File: src/rtl/eth_bus_seq_if.sv
// Requester handshake plus Ethernet-controller host-bus signals for eth_bus_seq.
// The sequencer side uses the slave modport; requesters and the bus model use master.
interface eth_bus_seq_if;
  logic        req0, req1;
  logic        wr0, wr1;
  logic [15:0] cmd0, cmd1;
  logic [15:0] wdata0, wdata1;
  logic        ack0, ack1;
  logic [15:0] rdata;
  logic        busy;
  logic        csn, cmd, rdn, wrn;
  logic [15:0] sd_out;
  logic        sd_oe;
  logic [15:0] sd_in;

  modport master (
    output req0, req1, wr0, wr1, cmd0, cmd1, wdata0, wdata1, sd_in,
    input  ack0, ack1, rdata, busy, csn, cmd, rdn, wrn, sd_out, sd_oe
  );

  modport slave (
    input  req0, req1, wr0, wr1, cmd0, cmd1, wdata0, wdata1, sd_in,
    output ack0, ack1, rdata, busy, csn, cmd, rdn, wrn, sd_out, sd_oe
  );
endinterface

File: src/rtl/eth_bus_seq.sv
// Two-requester round-robin sequencer driving an Ethernet controller host bus:
// address write phase, gap, data write/read phase, recovery, then a one-cycle ack.
module eth_bus_seq #(
  parameter int unsigned T_WR  = 2,
  parameter int unsigned T_GAP = 1,
  parameter int unsigned T_RD  = 2
) (
  input logic          clk40m,
  input logic          reset,
  eth_bus_seq_if.slave bus
);

  localparam int unsigned TMAX = (T_WR > T_GAP) ? ((T_WR > T_RD) ? T_WR : T_RD)
                                                : ((T_GAP > T_RD) ? T_GAP : T_RD);
  localparam int unsigned CW = $clog2(TMAX + 1);
  localparam logic [CW-1:0] WR_LAST  = CW'(T_WR - 1);
  localparam logic [CW-1:0] GAP_LAST = CW'(T_GAP - 1);
  localparam logic [CW-1:0] RD_LAST  = CW'(T_RD - 1);

  typedef enum logic [2:0] {
    IDLE, ADDR_WR, ADDR_GAP, DATA_WR, DATA_RD, RECOVER, DONE
  } state_t;

  state_t      state, state_d;
  logic [CW-1:0] cnt, cnt_d;
  logic        gnt, gnt_d;
  logic        last_g, last_d;
  logic        load, cap;
  logic        lat_wr;
  logic [15:0] lat_cmd, lat_wdata, rdata_q;
  logic        csn, cmd_s, wrn, rdn, sd_oe, ack0, ack1;
  logic [15:0] sd_out;

  always_comb begin
    state_d = state;
    cnt_d   = cnt + 1'b1;
    gnt_d   = gnt;
    last_d  = last_g;
    load    = 1'b0;
    cap     = 1'b0;
    csn     = 1'b1;
    cmd_s   = 1'b0;
    wrn     = 1'b1;
    rdn     = 1'b1;
    sd_oe   = 1'b0;
    sd_out  = '0;
    ack0    = 1'b0;
    ack1    = 1'b0;
    case (state)
      IDLE: begin
        cnt_d = '0;
        if (bus.req0 || bus.req1) begin
          load    = 1'b1;
          gnt_d   = (bus.req0 && bus.req1) ? ~last_g : bus.req1;
          state_d = ADDR_WR;
        end
      end
      ADDR_WR: begin
        csn    = 1'b0;
        cmd_s  = 1'b1;
        wrn    = 1'b0;
        sd_oe  = 1'b1;
        sd_out = lat_cmd;
        if (cnt == WR_LAST) begin
          cnt_d   = '0;
          state_d = ADDR_GAP;
        end
      end
      ADDR_GAP: begin
        csn    = 1'b0;
        cmd_s  = 1'b1;
        sd_oe  = 1'b1;
        sd_out = lat_cmd;
        if (cnt == GAP_LAST) begin
          cnt_d   = '0;
          state_d = lat_wr ? DATA_WR : DATA_RD;
        end
      end
      DATA_WR: begin
        csn    = 1'b0;
        wrn    = 1'b0;
        sd_oe  = 1'b1;
        sd_out = lat_wdata;
        if (cnt == WR_LAST) begin
          cnt_d   = '0;
          state_d = RECOVER;
        end
      end
      DATA_RD: begin
        csn = 1'b0;
        rdn = 1'b0;
        if (cnt == RD_LAST) begin
          cap     = 1'b1;
          cnt_d   = '0;
          state_d = RECOVER;
        end
      end
      RECOVER: begin
        csn = 1'b0;
        if (cnt == GAP_LAST) begin
          cnt_d   = '0;
          state_d = DONE;
        end
      end
      DONE: begin
        cnt_d   = '0;
        ack0    = ~gnt;
        ack1    = gnt;
        last_d  = gnt;
        state_d = IDLE;
      end
      default: begin
        cnt_d   = '0;
        state_d = IDLE;
      end
    endcase
  end

  // last_g=1 after reset so a simultaneous first request goes to requester 0
  always_ff @(posedge clk40m) begin
    if (reset) begin
      state     <= IDLE;
      cnt       <= '0;
      gnt       <= 1'b0;
      last_g    <= 1'b1;
      lat_wr    <= 1'b0;
      lat_cmd   <= '0;
      lat_wdata <= '0;
      rdata_q   <= '0;
    end else begin
      state  <= state_d;
      cnt    <= cnt_d;
      gnt    <= gnt_d;
      last_g <= last_d;
      if (load) begin
        lat_wr    <= gnt_d ? bus.wr1    : bus.wr0;
        lat_cmd   <= gnt_d ? bus.cmd1   : bus.cmd0;
        lat_wdata <= gnt_d ? bus.wdata1 : bus.wdata0;
      end
      if (cap) rdata_q <= bus.sd_in;
    end
  end

  assign bus.csn    = csn;
  assign bus.cmd    = cmd_s;
  assign bus.wrn    = wrn;
  assign bus.rdn    = rdn;
  assign bus.sd_oe  = sd_oe;
  assign bus.sd_out = sd_out;
  assign bus.ack0   = ack0;
  assign bus.ack1   = ack1;
  assign bus.rdata  = rdata_q;
  assign bus.busy   = (state != IDLE);

endmodule

File: src/flat_wrapper.sv
// flat-port wrapper written by rule: the top's interface ports become plain ports
module eth_bus_seq_flat 
#(
  parameter int unsigned T_WR  = 2,
  parameter int unsigned T_GAP = 1,
  parameter int unsigned T_RD  = 2
)
  (clk40m, reset, bus_req0, bus_req1, bus_wr0, bus_wr1, bus_cmd0, bus_cmd1, bus_wdata0, bus_wdata1, bus_sd_in, bus_ack0, bus_ack1, bus_rdata, bus_busy, bus_csn, bus_cmd, bus_rdn, bus_wrn, bus_sd_out, bus_sd_oe);
  eth_bus_seq_if bus_i ();
  input logic clk40m;
  input logic reset;
  input wire logic [$bits(bus_i.req0)-1:0] bus_req0;
  input wire logic [$bits(bus_i.req1)-1:0] bus_req1;
  input wire logic [$bits(bus_i.wr0)-1:0] bus_wr0;
  input wire logic [$bits(bus_i.wr1)-1:0] bus_wr1;
  input wire logic [$bits(bus_i.cmd0)-1:0] bus_cmd0;
  input wire logic [$bits(bus_i.cmd1)-1:0] bus_cmd1;
  input wire logic [$bits(bus_i.wdata0)-1:0] bus_wdata0;
  input wire logic [$bits(bus_i.wdata1)-1:0] bus_wdata1;
  input wire logic [$bits(bus_i.sd_in)-1:0] bus_sd_in;
  output wire logic [$bits(bus_i.ack0)-1:0] bus_ack0;
  output wire logic [$bits(bus_i.ack1)-1:0] bus_ack1;
  output wire logic [$bits(bus_i.rdata)-1:0] bus_rdata;
  output wire logic [$bits(bus_i.busy)-1:0] bus_busy;
  output wire logic [$bits(bus_i.csn)-1:0] bus_csn;
  output wire logic [$bits(bus_i.cmd)-1:0] bus_cmd;
  output wire logic [$bits(bus_i.rdn)-1:0] bus_rdn;
  output wire logic [$bits(bus_i.wrn)-1:0] bus_wrn;
  output wire logic [$bits(bus_i.sd_out)-1:0] bus_sd_out;
  output wire logic [$bits(bus_i.sd_oe)-1:0] bus_sd_oe;
  assign bus_i.req0 = bus_req0;
  assign bus_i.req1 = bus_req1;
  assign bus_i.wr0 = bus_wr0;
  assign bus_i.wr1 = bus_wr1;
  assign bus_i.cmd0 = bus_cmd0;
  assign bus_i.cmd1 = bus_cmd1;
  assign bus_i.wdata0 = bus_wdata0;
  assign bus_i.wdata1 = bus_wdata1;
  assign bus_i.sd_in = bus_sd_in;
  assign bus_ack0 = bus_i.ack0;
  assign bus_ack1 = bus_i.ack1;
  assign bus_rdata = bus_i.rdata;
  assign bus_busy = bus_i.busy;
  assign bus_csn = bus_i.csn;
  assign bus_cmd = bus_i.cmd;
  assign bus_rdn = bus_i.rdn;
  assign bus_wrn = bus_i.wrn;
  assign bus_sd_out = bus_i.sd_out;
  assign bus_sd_oe = bus_i.sd_oe;
  eth_bus_seq #(.T_WR(T_WR), .T_GAP(T_GAP), .T_RD(T_RD)) u_core (.clk40m(clk40m), .reset(reset), .bus(bus_i));
endmodule
File: config.mk
export PLATFORM = sky130hd
export DESIGN_NAME = eth_bus_seq_flat
export DESIGN_NICKNAME = d
export VERILOG_FILES = /design/src/rtl/eth_bus_seq_if.sv /design/src/rtl/eth_bus_seq.sv /design/src/flat_wrapper.sv
export SDC_FILE = /design/constraint.sdc
export NUM_CORES = 1
export LEC_CHECK = 0
export ABC_AREA = 1
export BUFFER_PORTS_ARGS = -buffer_cell sky130_fd_sc_hd__clkbuf_2
export CAP_MARGIN = 0
export CORE_ASPECT_RATIO = 1.4
export CORE_UTILIZATION = 44
export CTS_CLUSTER_SIZE = 24
export DETAILED_ROUTE_END_ITERATION = 7
export PLACE_DENSITY = 0.87
export SETUP_SLACK_MARGIN = 0.2
export SLEW_MARGIN = 20
export SYNTH_ARGS = -nofsm -noshare
export SYNTH_HDL_FRONTEND = slang
export SYNTH_SLANG_ARGS = --single-unit
File: constraint.sdc
create_clock -name clk40m -period 1.55 [get_ports clk40m]
set_input_delay 0.3875 -clock clk40m [delete_from_list [all_inputs] [get_ports clk40m]]
set_output_delay 0.3875 -clock clk40m [all_outputs]
set_load 0.05 [all_outputs]
==> results of run 1 <==
## layout make-up
| cell class | instances | share of cell area [%] |
|---|---|---|
| multi-input combinational | 283 | 37.4 |
| sequential | 56 | 22.3 |
| inverter | 65 | 5.00 |
| clock inverter | 3 | 0.517 |
| clock buffer | 5 | 1.36 |
| timing repair buffer | 173 | 31.2 |
| tap | 92 | 2.27 |
## worst max path at each step
stage | startpoint | to | slack, ns
finish | u_core.state[0]$_SDFFE_PP0P_ | bus_sd_out[10] | -0.34
detailed placement | u_core.state[1]$_SDFFE_PP0P_ | bus_sd_out[5] | -0.07
CTS | u_core.state[0]$_SDFFE_PP0P_ | bus_sd_out[10] | -0.32
floorplan | u_core.state[0]$_SDFFE_PP0P_ | bus_sd_out[0] | -0.04
global route | u_core.state[0]$_SDFFE_PP0P_ | bus_sd_out[12] | -0.36
global placement | u_core.state[1]$_SDFFE_PP0P_ | bus_ack0 | -0.03
## power by group
group	internal [mW]	switching [mW]	leakage, nW
logic	2.77	3.67	2.03
clock network	0.331	0.532	0.0423
registers	1.89	0.349	0.463
total	4.99	4.55	2.54
## worst max-delay path, cell delays in order (launching register included)
cell and delay [ns]:
sky130_fd_sc_hd__dfxtp_4 0.40, sky130_fd_sc_hd__inv_4 0.05, sky130_fd_sc_hd__nor2_4 0.13, sky130_fd_sc_hd__nand2_4 0.11
sky130_fd_sc_hd__nand2_4 0.14, sky130_fd_sc_hd__a32o_2 0.20, sky130_fd_sc_hd__buf_12 0.15
## repair_timing
| item | CTS | global route |
|---|---|---|
| setup buffers | 3 | 6 |
| endpoints found under the setup margin | 76 | 90 |
| cloned | 8 | 3 |
| pin swaps | 6 | 6 |
| gates resized for setup | 124 | 53 |
## cell families after synthesis
| logic type | Yosys count | share of synthesized area, % |
|---|---|---|
| and+or+nand+nor | 152 | 24.3 |
| adders and majority gates | 4 | 1.63 |
| AOI/OAI and AO/OA | 125 | 23.3 |
| buffers and inverters | 96 | 14.2 |
| DFF | 56 | 36.5 |
## sequential cells by signal, indices dropped and copies added, names as in the netlist
signal	cells
u_core.gnt	1
u_core.lat_wr	1
u_core.last_g	1
u_core.lat_cmd	16
u_core.bus.rdata	16
u_core.lat_wdata	16
u_core.cnt	2
u_core.state	3
## Yosys cell counts, types with 2 or more instances
cell type                  number
sky130_fd_sc_hd__a21oi_1       54
sky130_fd_sc_hd__a21oi_2        2
sky130_fd_sc_hd__a32o_1        16
sky130_fd_sc_hd__buf_2         10
sky130_fd_sc_hd__buf_6          8
sky130_fd_sc_hd__clkbuf_1       9
sky130_fd_sc_hd__clkbuf_2       3
sky130_fd_sc_hd__dfxtp_1       56
sky130_fd_sc_hd__ha_1           4
sky130_fd_sc_hd__inv_1         62
sky130_fd_sc_hd__inv_2          3
sky130_fd_sc_hd__nand2_1       51
sky130_fd_sc_hd__nand2_2        4
sky130_fd_sc_hd__nand3_1       42
sky130_fd_sc_hd__nand3_2        2
sky130_fd_sc_hd__nor2_1        16
sky130_fd_sc_hd__o21ai_0       51
sky130_fd_sc_hd__or2_1         26
sky130_fd_sc_hd__or2_2          7
## through the flow
stage | instances | setup TNS, ns | cell area [um^2] | utilization, %
6_report | 677 | -10.63 | 5080 | 76.3
5_1_grt | 677 | -13.08 | 5080 | 76.3
4_1_cts | 668 | -8.04 | 4780 | 71.9
3_5_place_dp | 649 | -1.02 | 4040 | 60.7
3_3_place_gp | 649 | -0.153 | 4040 | 60.7
2_1_floorplan | 433 | -0.419 | 3220 | -
## per-layer routing
metal	wire (um)	part of all wire (%)	track usage, %	up-vias
met1	3960	36	29.5	1656
met2	5790	52	52.3	197
met4	739	6.6	16.4	0
met5	0	0	0	-
met3	655	5.9	2.90	58
li1	-	-	-	1726
==> run_summary.xml, run 1 <==
<?xml version="1.0" encoding="UTF-8"?>
<metrics>
  <group name="floorplanning">
    <metric name="start_util" unit="%">46.1</metric>
    <metric name="die-width" unit="um">72.6</metric>
    <metric name="io-pin-count" unit="">126</metric>
    <metric name="fp.dieH" unit="um">101</metric>
    <metric name="num_rows" unit="">35</metric>
    <metric name="coreArea" unit="um^2">6660</metric>
    <metric name="floorplan.die_area" unit="um^2">7320</metric>
  </group>
  <group name="outcome">
    <metric name="run_status" unit="">complete, but fails checks</metric>
    <metric name="violations" unit="">negative setup slack</metric>
  </group>
  <group name="power_and_ir_drop">
    <metric name="power_per_standard_cell_area" unit="nW/um^2">1880</metric>
    <metric name="power" unit="mW">9.54</metric>
    <metric name="cellLeakagePower" unit="nW">2.54</metric>
    <metric name="ir_drop" unit="mV">1.25</metric>
  </group>
  <group name="sta">
    <metric name="final-setup-viol-count" unit="">57</metric>
    <metric name="slew-limit-headroom" unit="%">73.6</metric>
    <metric name="final_layout_worst_hold_slack" unit="ns">0.330</metric>
    <metric name="finalCritPeriodShare" unit="%">122</metric>
    <metric name="rsz0062_at_grt" unit="">true</metric>
    <metric name="tightestPinTransition" unit="ns">0.395</metric>
    <metric name="max_slew_violation_total_from_the_final_report" unit="">0</metric>
    <metric name="fin_ws" unit="ns">-0.340</metric>
    <metric name="fmaxAchievable" unit="MHz">529</metric>
    <metric name="period_needed" unit="ns">1.89</metric>
    <metric name="clock_skew" unit="ns">0.00872</metric>
    <metric name="timing.final.hold_violations" unit="">0</metric>
  </group>
  <group name="drt">
    <metric name="avgViaCountPerCell" unit="">5.37</metric>
    <metric name="drt-pass1-iter-count" unit="">5</metric>
    <metric name="drt-total-wl" unit="mm">11.1</metric>
    <metric name="drt.antenna.violating_nets" unit="">0</metric>
    <metric name="detail_route.wl_per_cell" unit="um">16.5</metric>
    <metric name="route.vias.total" unit="">3637</metric>
    <metric name="initial_detailed_routing_violation_count" unit="">179</metric>
    <metric name="remaining_drc_errors" unit="">0</metric>
  </group>
  <group name="logic_synthesis">
    <metric name="synth.top_cell.area_share" unit="%">36.5</metric>
    <metric name="synth_edf_count" unit="">0</metric>
    <metric name="ys_seq_area_share" unit="%">36.5</metric>
    <metric name="netlist.top_cell.by_area" unit="">sky130_fd_sc_hd__dfxtp_1</metric>
    <metric name="async_reset_ff_share" unit="%">0</metric>
    <metric name="synth.distinct_cells" unit="">26</metric>
    <metric name="syn-instance-count" unit="">433</metric>
    <metric name="synth_area_per_cell" unit="um^2">7.09</metric>
    <metric name="synth_warnings" unit="">0</metric>
    <metric name="syn_area" unit="um^2">3070</metric>
    <metric name="synthFlopType" unit="">sky130_fd_sc_hd__dfxtp_1</metric>
    <metric name="seq_cells_post_synth" unit="">56</metric>
    <metric name="synth_fp_nets" unit="">523</metric>
    <metric name="main_area_contributors_after_synthesis" unit="">sky130_fd_sc_hd__dfxtp_1 (37%), sky130_fd_sc_hd__a21oi_1 (8.8%), sky130_fd_sc_hd__o21ai_0 (8.3%), sky130_fd_sc_hd__inv_1 (7.6%), sky130_fd_sc_hd__nand3_1 (6.8%)</metric>
  </group>
  <group name="worst_hold_path">
    <metric name="hold_class" unit="">input port to register</metric>
    <metric name="hold_start" unit="">bus_sd_in[7]</metric>
    <metric name="min_delay_worst_endpoint" unit="">u_core.bus.rdata[7]$_SDFFE_PP0P_</metric>
    <metric name="min_path_cells" unit="">3</metric>
  </group>
  <group name="finish">
    <metric name="num-fill-cells" unit="">439</metric>
    <metric name="layout.cells.most_common" unit="">sky130_fd_sc_hd__clkbuf_2</metric>
    <metric name="design.final.nets" unit="">674</metric>
    <metric name="register_area" unit="um^2">1130</metric>
    <metric name="antennaDiodeCount" unit="">0</metric>
    <metric name="layout-drive-gt1-share" unit="%">49.2</metric>
    <metric name="multi_input_area" unit="um^2">1900</metric>
    <metric name="final_cell_mix" unit="">sky130_fd_sc_hd__clkbuf_2 (90), sky130_fd_sc_hd__inv_1 (58), sky130_fd_sc_hd__dfxtp_1 (53)</metric>
    <metric name="area_delta_synth_final" unit="%">65.5</metric>
  </group>
  <group name="critical_path">
    <metric name="arr_time_crit_path" unit="ns">1.50</metric>
    <metric name="worst_r2r_path_depth" unit="">11</metric>
    <metric name="crit_required" unit="ns">1.16</metric>
    <metric name="path_max_fanout" unit="">8</metric>
    <metric name="setup.worst_path.start_class" unit="">register</metric>
    <metric name="reg2reg_slack" unit="ns">-0.21</metric>
    <metric name="timing.rr.start" unit="">u_core.state[1]$_SDFFE_PP0P_</metric>
    <metric name="r2r_end" unit="">u_core.lat_cmd[6]$_SDFFE_PP0P_</metric>
    <metric name="cp-end-kind" unit="">output pin</metric>
    <metric name="timing_worst_setup_path_type" unit="">register to output pin</metric>
  </group>
  <group name="clock_tree">
    <metric name="cts.path.max_buffers" unit="">2</metric>
    <metric name="clkLatencyLatePin" unit="ns">0.31</metric>
    <metric name="numCtsBuffers" unit="">5</metric>
    <metric name="holdBufCountCts" unit="">0</metric>
    <metric name="h-tree-depth" unit="">2</metric>
    <metric name="clock_sink_count" unit="">56</metric>
    <metric name="cts-root-buf" unit="">sky130_fd_sc_hd__clkbuf_8</metric>
    <metric name="tritoncts" unit="">yes</metric>
    <metric name="clk_transition_reported_paths" unit="ns">0.11</metric>
  </group>
  <group name="placement">
    <metric name="dpl_worst_slack" unit="ns">-0.0748</metric>
    <metric name="place.detailed.hpwl" unit="mm">6.39</metric>
    <metric name="io_buffer_count" unit="">125</metric>
    <metric name="place.gp.congestion" unit="">0.870</metric>
  </group>
  <group name="global_route">
    <metric name="grt_pass1_wl" unit="mm">16.0</metric>
    <metric name="first_global_vias" unit="">3561</metric>
    <metric name="grt_antenna_before_repair" unit="">0</metric>
    <metric name="overflow" unit="">0</metric>
    <metric name="groute.usage.overall" unit="%">27.9</metric>
    <metric name="grt_start_max_net_pins" unit="">42</metric>
  </group>
  <group name="run">
    <metric name="maxCapViolations" unit="">0</metric>
  </group>
</metrics>
No activity file was read; power rests on OpenSTA's default activity.
==> run 2: changes to the inputs <==
--- a/config.mk
+++ b/config.mk
@@ -10,6 +10,7 @@
 export CAP_MARGIN = 0
 export CORE_ASPECT_RATIO = 1.4
 export CORE_UTILIZATION = 44
+export CTS_BUF_LIST = sky130_fd_sc_hd__clkbuf_16
 export CTS_CLUSTER_SIZE = 24
 export DETAILED_ROUTE_END_ITERATION = 7
 export PLACE_DENSITY = 0.87
==> run_summary.xml, run 2 (synthesis results as in run 1) <==
<?xml version="1.0" encoding="UTF-8"?>
<metrics>
  <group name="finish">
    <metric name="layout-drive-gt1-share" unit="%">50.1</metric>
    <metric name="multi_input_area" unit="um^2">1930</metric>
    <metric name="layout.cells.most_common" unit="">sky130_fd_sc_hd__clkbuf_2</metric>
    <metric name="post-route-cell-area" unit="um^2">5230</metric>
    <metric name="register_area" unit="um^2">1130</metric>
    <metric name="final_core_utilization" unit="%">78.6</metric>
    <metric name="antennaDiodeCount" unit="">0</metric>
    <metric name="area_delta_synth_final" unit="%">70.5</metric>
    <metric name="final_cell_mix" unit="">sky130_fd_sc_hd__clkbuf_2 (101), sky130_fd_sc_hd__inv_1 (59), sky130_fd_sc_hd__dfxtp_1 (53)</metric>
    <metric name="num-fill-cells" unit="">421</metric>
    <metric name="design.final.nets" unit="">678</metric>
    <metric name="instances_no_fill" unit="">681</metric>
  </group>
  <group name="clock_tree">
    <metric name="cts-root-buf" unit="">sky130_fd_sc_hd__clkbuf_16</metric>
    <metric name="clock_sink_count" unit="">56</metric>
    <metric name="tritoncts" unit="">yes</metric>
    <metric name="h-tree-depth" unit="">2</metric>
    <metric name="cts.path.max_buffers" unit="">2</metric>
    <metric name="clkLatencyLatePin" unit="ns">0.30</metric>
    <metric name="numCtsBuffers" unit="">5</metric>
    <metric name="clk_transition_reported_paths" unit="ns">0.08</metric>
  </group>
  <group name="sta">
    <metric name="rsz0062_at_grt" unit="">true</metric>
    <metric name="final-setup-viol-count" unit="">56</metric>
    <metric name="slew-limit-headroom" unit="%">74.3</metric>
    <metric name="max_slew_violation_total_from_the_final_report" unit="">0</metric>
    <metric name="fin_ws" unit="ns">-0.318</metric>
    <metric name="tightestPinTransition" unit="ns">0.386</metric>
    <metric name="period_needed" unit="ns">1.87</metric>
    <metric name="timing.final.hold_violations" unit="">0</metric>
    <metric name="clock_skew" unit="ns">0.00466</metric>
    <metric name="fmaxAchievable" unit="MHz">535</metric>
    <metric name="finalCritPeriodShare" unit="%">121</metric>
  </group>
  <group name="placement">
    <metric name="place.gp.congestion" unit="">0.870</metric>
    <metric name="placed_area" unit="um^2">4040</metric>
    <metric name="place.detailed.hpwl" unit="mm">6.39</metric>
    <metric name="io_buffer_count" unit="">125</metric>
    <metric name="dpl_worst_slack" unit="ns">-0.0748</metric>
    <metric name="numPlacedInstances" unit="">649</metric>
  </group>
  <group name="floorplanning">
    <metric name="num_rows" unit="">35</metric>
    <metric name="die-width" unit="um">72.6</metric>
    <metric name="start_util" unit="%">46.1</metric>
    <metric name="floorplan.die_area" unit="um^2">7320</metric>
    <metric name="fp.dieH" unit="um">101</metric>
    <metric name="io-pin-count" unit="">126</metric>
    <metric name="coreArea" unit="um^2">6660</metric>
  </group>
  <group name="power_and_ir_drop">
    <metric name="switching_part_of_the_total" unit="%">46.3</metric>
    <metric name="cellLeakagePower" unit="nW">2.60</metric>
    <metric name="power" unit="mW">10.5</metric>
    <metric name="power_frac_seq" unit="%">21.5</metric>
    <metric name="power.net_switching" unit="mW">4.86</metric>
    <metric name="p_int" unit="mW">5.64</metric>
    <metric name="power.share.combinational" unit="%">67.1</metric>
    <metric name="power_per_standard_cell_area" unit="nW/um^2">2010</metric>
    <metric name="ir_drop" unit="mV">1.24</metric>
    <metric name="power_frac_clock" unit="%">11.5</metric>
  </group>
  <group name="drt">
    <metric name="drt-pass1-iter-count" unit="">6</metric>
    <metric name="met3WireLength" unit="um">782</metric>
    <metric name="drt.antenna.violating_nets" unit="">0</metric>
    <metric name="wl_met2" unit="mm">6.52</metric>
    <metric name="remaining_drc_errors" unit="">0</metric>
    <metric name="top_layer_used" unit="">met4</metric>
    <metric name="initial_detailed_routing_violation_count" unit="">191</metric>
    <metric name="wirelength_met1" unit="mm">4.05</metric>
    <metric name="drt-total-wl" unit="mm">12.1</metric>
    <metric name="route.vias.total" unit="">3766</metric>
    <metric name="detail_route.wl_per_cell" unit="um">17.7</metric>
    <metric name="avgViaCountPerCell" unit="">5.53</metric>
  </group>
  <group name="outcome">
    <metric name="run_status" unit="">complete, but fails checks</metric>
    <metric name="violations" unit="">negative setup slack</metric>
  </group>
  <group name="global_route">
    <metric name="groute.usage.overall" unit="%">32.3</metric>
    <metric name="grt_pass1_wl" unit="mm">17.9</metric>
    <metric name="grt_antenna_before_repair" unit="">0</metric>
    <metric name="grt_start_max_net_pins" unit="">42</metric>
    <metric name="overflow" unit="">0</metric>
    <metric name="first_global_vias" unit="">3765</metric>
  </group>
  <group name="critical_path">
    <metric name="timing_worst_setup_path_type" unit="">register to output pin</metric>
    <metric name="setup.worst_path.start_class" unit="">register</metric>
    <metric name="path_max_fanout" unit="">8</metric>
    <metric name="cp-end-kind" unit="">output pin</metric>
    <metric name="arr_time_crit_path" unit="ns">1.48</metric>
    <metric name="crit_required" unit="ns">1.16</metric>
  </group>
  <group name="run">
    <metric name="maxCapViolations" unit="">0</metric>
  </group>
  <group name="worst_hold_path">
    <metric name="hold_class" unit="">input port to register</metric>
  </group>
</metrics>
-- run 2: final timing paths --
kind                                     start                                end  slack, ns  cells past startpoint
max reg2reg       u_core.state[1]$_SDFFE_PP0P_   u_core.lat_wdata[0]$_SDFFE_PP0P_      -0.21                     10
min reg2reg  u_core.bus.rdata[11]$_SDFFE_PP0P_  u_core.bus.rdata[11]$_SDFFE_PP0P_       0.44                      2
min                               bus_sd_in[7]   u_core.bus.rdata[7]$_SDFFE_PP0P_       0.35                      3
max               u_core.state[0]$_SDFFE_PP0P_                     bus_sd_out[10]      -0.32                      6
-- run 2: area by class of cell --
type,instances,share of cell area (%)
Timing Repair Buffer,177,31.4
Sequential cell,56,21.6
Clock inverter,3,0.502
Inverter,65,4.90
Tap cell,92,2.20
Clock buffer,5,2.39
Multi-Input combinational cell,283,36.9
-- run 2: metrics by stage --
step | TNS, ns | hold slack (ns)
after detailed placement | -1.02 | 0.433
after global placement | -0.153 | 0.429
after floorplan | -0.419 | 0.437
after CTS | -8.42 | 0.341
final | -9.92 | 0.350
after global routing | -13.18 | 0.369
-- run 2: critical path: stages, from the launching register on --
cell	delay, ns
sky130_fd_sc_hd__dfxtp_4	0.37
sky130_fd_sc_hd__inv_4	0.09
sky130_fd_sc_hd__nor2_4	0.05
sky130_fd_sc_hd__nand2_4	0.15
sky130_fd_sc_hd__nand2_8	0.09
sky130_fd_sc_hd__a32o_2	0.27
sky130_fd_sc_hd__buf_12	0.15
-- run 2: repair_timing --
item	CTS	global route
gates cloned	11	1
pin swaps	5	19
buffers inserted	6	6
hold buffers	0	0
resized for setup	117	65
setup endpoints to repair	77	78
hold endpoints to repair	0	0
-- run 2: power by group through the flow --
stage	Clock (mW)	Combinational [mW]	Sequential (mW)
4_1_cts	1.20	6.19	2.19
2_1_floorplan	0	3.25	2.21
6_report	1.20	7.05	2.25
3_3_place_gp	0	4.24	2.21
3_5_place_dp	0	4.38	2.20
5_1_grt	1.27	7.36	2.28
-- run 2: routing by layer --
layer / track usage (%) / up-vias
met5: 0 / -
met4: 22.6 / 0
met3: 4.70 / 63
met2: 59.4 / 249
met1: 32.6 / 1721
li1: - / 1733
==> run 3: changes to the inputs <==
==> constraint.sdc (replaced) <==
create_clock -name clk40m -period 1.6 [get_ports clk40m]
set_input_delay 0.4 -clock clk40m [delete_from_list [all_inputs] [get_ports clk40m]]
set_output_delay 0.4 -clock clk40m [all_outputs]
set_load 0.05 [all_outputs]
==> run_summary.xml, run 3 (synthesis results as in run 1) <==
<?xml version="1.0" encoding="UTF-8"?>
<metrics>
  <group name="clock_tree">
    <metric name="clock_sink_count" unit="">56</metric>
    <metric name="numCtsBuffers" unit="">5</metric>
    <metric name="h-tree-depth" unit="">2</metric>
    <metric name="tritoncts" unit="">yes</metric>
    <metric name="clkLatencyLatePin" unit="ns">0.29</metric>
    <metric name="holdBufCountCts" unit="">0</metric>
    <metric name="cts.path.max_buffers" unit="">2</metric>
    <metric name="clk_transition_reported_paths" unit="ns">0.07</metric>
    <metric name="cts-root-buf" unit="">sky130_fd_sc_hd__clkbuf_16</metric>
  </group>
  <group name="finish">
    <metric name="final_cell_mix" unit="">sky130_fd_sc_hd__clkbuf_2 (101), sky130_fd_sc_hd__inv_1 (57), sky130_fd_sc_hd__dfxtp_1 (53)</metric>
    <metric name="layout.cells.most_common" unit="">sky130_fd_sc_hd__clkbuf_2</metric>
    <metric name="area_delta_synth_final" unit="%">59.8</metric>
    <metric name="antennaDiodeCount" unit="">0</metric>
    <metric name="layout-drive-gt1-share" unit="%">43.5</metric>
    <metric name="design.final.nets" unit="">659</metric>
    <metric name="num-fill-cells" unit="">476</metric>
  </group>
  <group name="global_route">
    <metric name="grt_start_max_net_pins" unit="">45</metric>
    <metric name="first_global_vias" unit="">3347</metric>
    <metric name="groute.usage.overall" unit="%">28.4</metric>
    <metric name="overflow" unit="">0</metric>
    <metric name="grt_antenna_before_repair" unit="">0</metric>
    <metric name="grt_pass1_wl" unit="mm">15.9</metric>
  </group>
  <group name="drt">
    <metric name="route.vias.total" unit="">3620</metric>
    <metric name="avgViaCountPerCell" unit="">5.47</metric>
    <metric name="drt-pass1-iter-count" unit="">5</metric>
    <metric name="initial_detailed_routing_violation_count" unit="">213</metric>
    <metric name="drt.antenna.violating_nets" unit="">0</metric>
    <metric name="remaining_drc_errors" unit="">0</metric>
    <metric name="drt-total-wl" unit="mm">11.2</metric>
    <metric name="detail_route.wl_per_cell" unit="um">16.9</metric>
  </group>
  <group name="floorplanning">
    <metric name="coreArea" unit="um^2">6660</metric>
    <metric name="start_util" unit="%">46.1</metric>
    <metric name="floorplan.die_area" unit="um^2">7320</metric>
    <metric name="fp.dieH" unit="um">101</metric>
    <metric name="die-width" unit="um">72.6</metric>
    <metric name="io-pin-count" unit="">126</metric>
    <metric name="num_rows" unit="">35</metric>
  </group>
  <group name="sta">
    <metric name="final-setup-viol-count" unit="">57</metric>
    <metric name="max_slew_violation_total_from_the_final_report" unit="">0</metric>
    <metric name="rsz0062_at_grt" unit="">true</metric>
    <metric name="fmaxAchievable" unit="MHz">532</metric>
    <metric name="timing.final.hold_violations" unit="">0</metric>
    <metric name="tightestPinTransition" unit="ns">0.329</metric>
    <metric name="clock_skew" unit="ns">0.00395</metric>
    <metric name="slew-limit-headroom" unit="%">78.0</metric>
    <metric name="period_needed" unit="ns">1.88</metric>
    <metric name="finalCritPeriodShare" unit="%">117</metric>
    <metric name="fin_ws" unit="ns">-0.279</metric>
    <metric name="fin_tns_setup" unit="ns">-9.06</metric>
  </group>
  <group name="critical_path">
    <metric name="reg2reg_slack" unit="ns">-0.17</metric>
    <metric name="arr_time_crit_path" unit="ns">1.48</metric>
    <metric name="crit_required" unit="ns">1.20</metric>
    <metric name="cp-end-kind" unit="">output pin</metric>
    <metric name="setup.worst_path.start_class" unit="">register</metric>
    <metric name="timing_worst_setup_path_type" unit="">register to output pin</metric>
    <metric name="worst_r2r_path_depth" unit="">10</metric>
    <metric name="path_max_fanout" unit="">8</metric>
    <metric name="timing.rr.start" unit="">u_core.state[1]$_SDFFE_PP0P_</metric>
    <metric name="r2r_end" unit="">u_core.lat_wdata[7]$_SDFFE_PP0P_</metric>
  </group>
  <group name="power_and_ir_drop">
    <metric name="power_per_standard_cell_area" unit="nW/um^2">1940</metric>
    <metric name="ir_drop" unit="mV">1.17</metric>
    <metric name="cellLeakagePower" unit="nW">2.46</metric>
  </group>
  <group name="placement">
    <metric name="dpl_worst_slack" unit="ns">-0.0460</metric>
    <metric name="place.detailed.hpwl" unit="mm">6.22</metric>
    <metric name="io_buffer_count" unit="">125</metric>
    <metric name="place.gp.congestion" unit="">0.888</metric>
  </group>
  <group name="worst_hold_path">
    <metric name="hold_start" unit="">bus_sd_in[7]</metric>
    <metric name="min_delay_worst_endpoint" unit="">u_core.bus.rdata[7]$_SDFFE_PP0P_</metric>
    <metric name="hold_class" unit="">input port to register</metric>
    <metric name="min_path_cells" unit="">3</metric>
  </group>
  <group name="run">
    <metric name="maxCapViolations" unit="">0</metric>
  </group>
  <group name="outcome">
    <metric name="run_status" unit="">complete, but fails checks</metric>
    <metric name="violations" unit="">negative setup slack</metric>
  </group>
</metrics>
## run 3: timing repair
item / 4_1_cts / 5_1_grt
endpoints found under the setup margin: 71 / 77
pin swaps: 1 / 8
hold endpoints to repair: 0 / 0
resized for setup: 81 / 62
cloned: 6 / 4
buffers inserted: 3 / 1
## run 3: worst max-delay path by stage
stage	startpoint	to	slack [ns]
2_1_floorplan	u_core.state[0]$_SDFFE_PP0P_	bus_sd_out[0]	-0.005
3_3_place_gp	u_core.state[1]$_SDFFE_PP0P_	bus_ack0	-0.01
3_5_place_dp	u_core.state[1]$_SDFFE_PP0P_	bus_sd_out[5]	-0.05
4_1_cts	u_core.state[1]$_SDFFE_PP0P_	bus_sd_out[10]	-0.23
5_1_grt	u_core.state[0]$_SDFFE_PP0P_	bus_sd_out[0]	-0.30
6_report	u_core.state[0]$_SDFFE_PP0P_	bus_sd_out[10]	-0.28
## run 3: where the power goes
part | internal [mW] | switching [mW] | total (mW) | leakage (nW)
Clock | 0.748 | 0.534 | 1.28 | 0.0857
Combinational | 2.55 | 3.53 | 6.08 | 1.91
Sequential | 1.83 | 0.337 | 2.17 | 0.463
## run 3: layout make-up
type,instances,area [um^2],share of cell area (%)
Timing Repair Buffer,159,1420,28.9
Clock inverter,3,46.3,0.944
Tap cell,92,115,2.35
Inverter,65,256,5.23
Sequential cell,56,1130,23.1
Clock buffer,5,125,2.55
Multi-Input combinational cell,282,1810,36.9
## run 3: routing by layer
metal	GRT usage, %	share of wire (%)
met5	0	0
met2	53.5	55
met3	4.00	5.7
met1	30.4	35
met4	13.3	4.3
## run 3: worst max-delay path: stages (launching register included)
cell and delay [ns]:
sky130_fd_sc_hd__dfxtp_4 0.37, sky130_fd_sc_hd__inv_4 0.08, sky130_fd_sc_hd__nor2_4 0.05, sky130_fd_sc_hd__nand2_4 0.15
sky130_fd_sc_hd__nand2_8 0.10, sky130_fd_sc_hd__a32o_2 0.27, sky130_fd_sc_hd__buf_12 0.15
## run 3: stage by stage
step | instance area (um^2) | hold WS (ns) | util, % | power (mW) | std cells
final | 4900 | 0.365 | 73.7 | 9.54 | 662
after global routing | 4900 | 0.369 | 73.7 | 9.95 | 662
after CTS | 4630 | 0.354 | 69.5 | 8.66 | 657
after detailed placement | 3970 | 0.435 | 59.7 | 6.28 | 640
after global placement | 3970 | 0.430 | 59.7 | 6.18 | 640
after floorplan | 3220 | 0.437 | - | 5.29 | 433
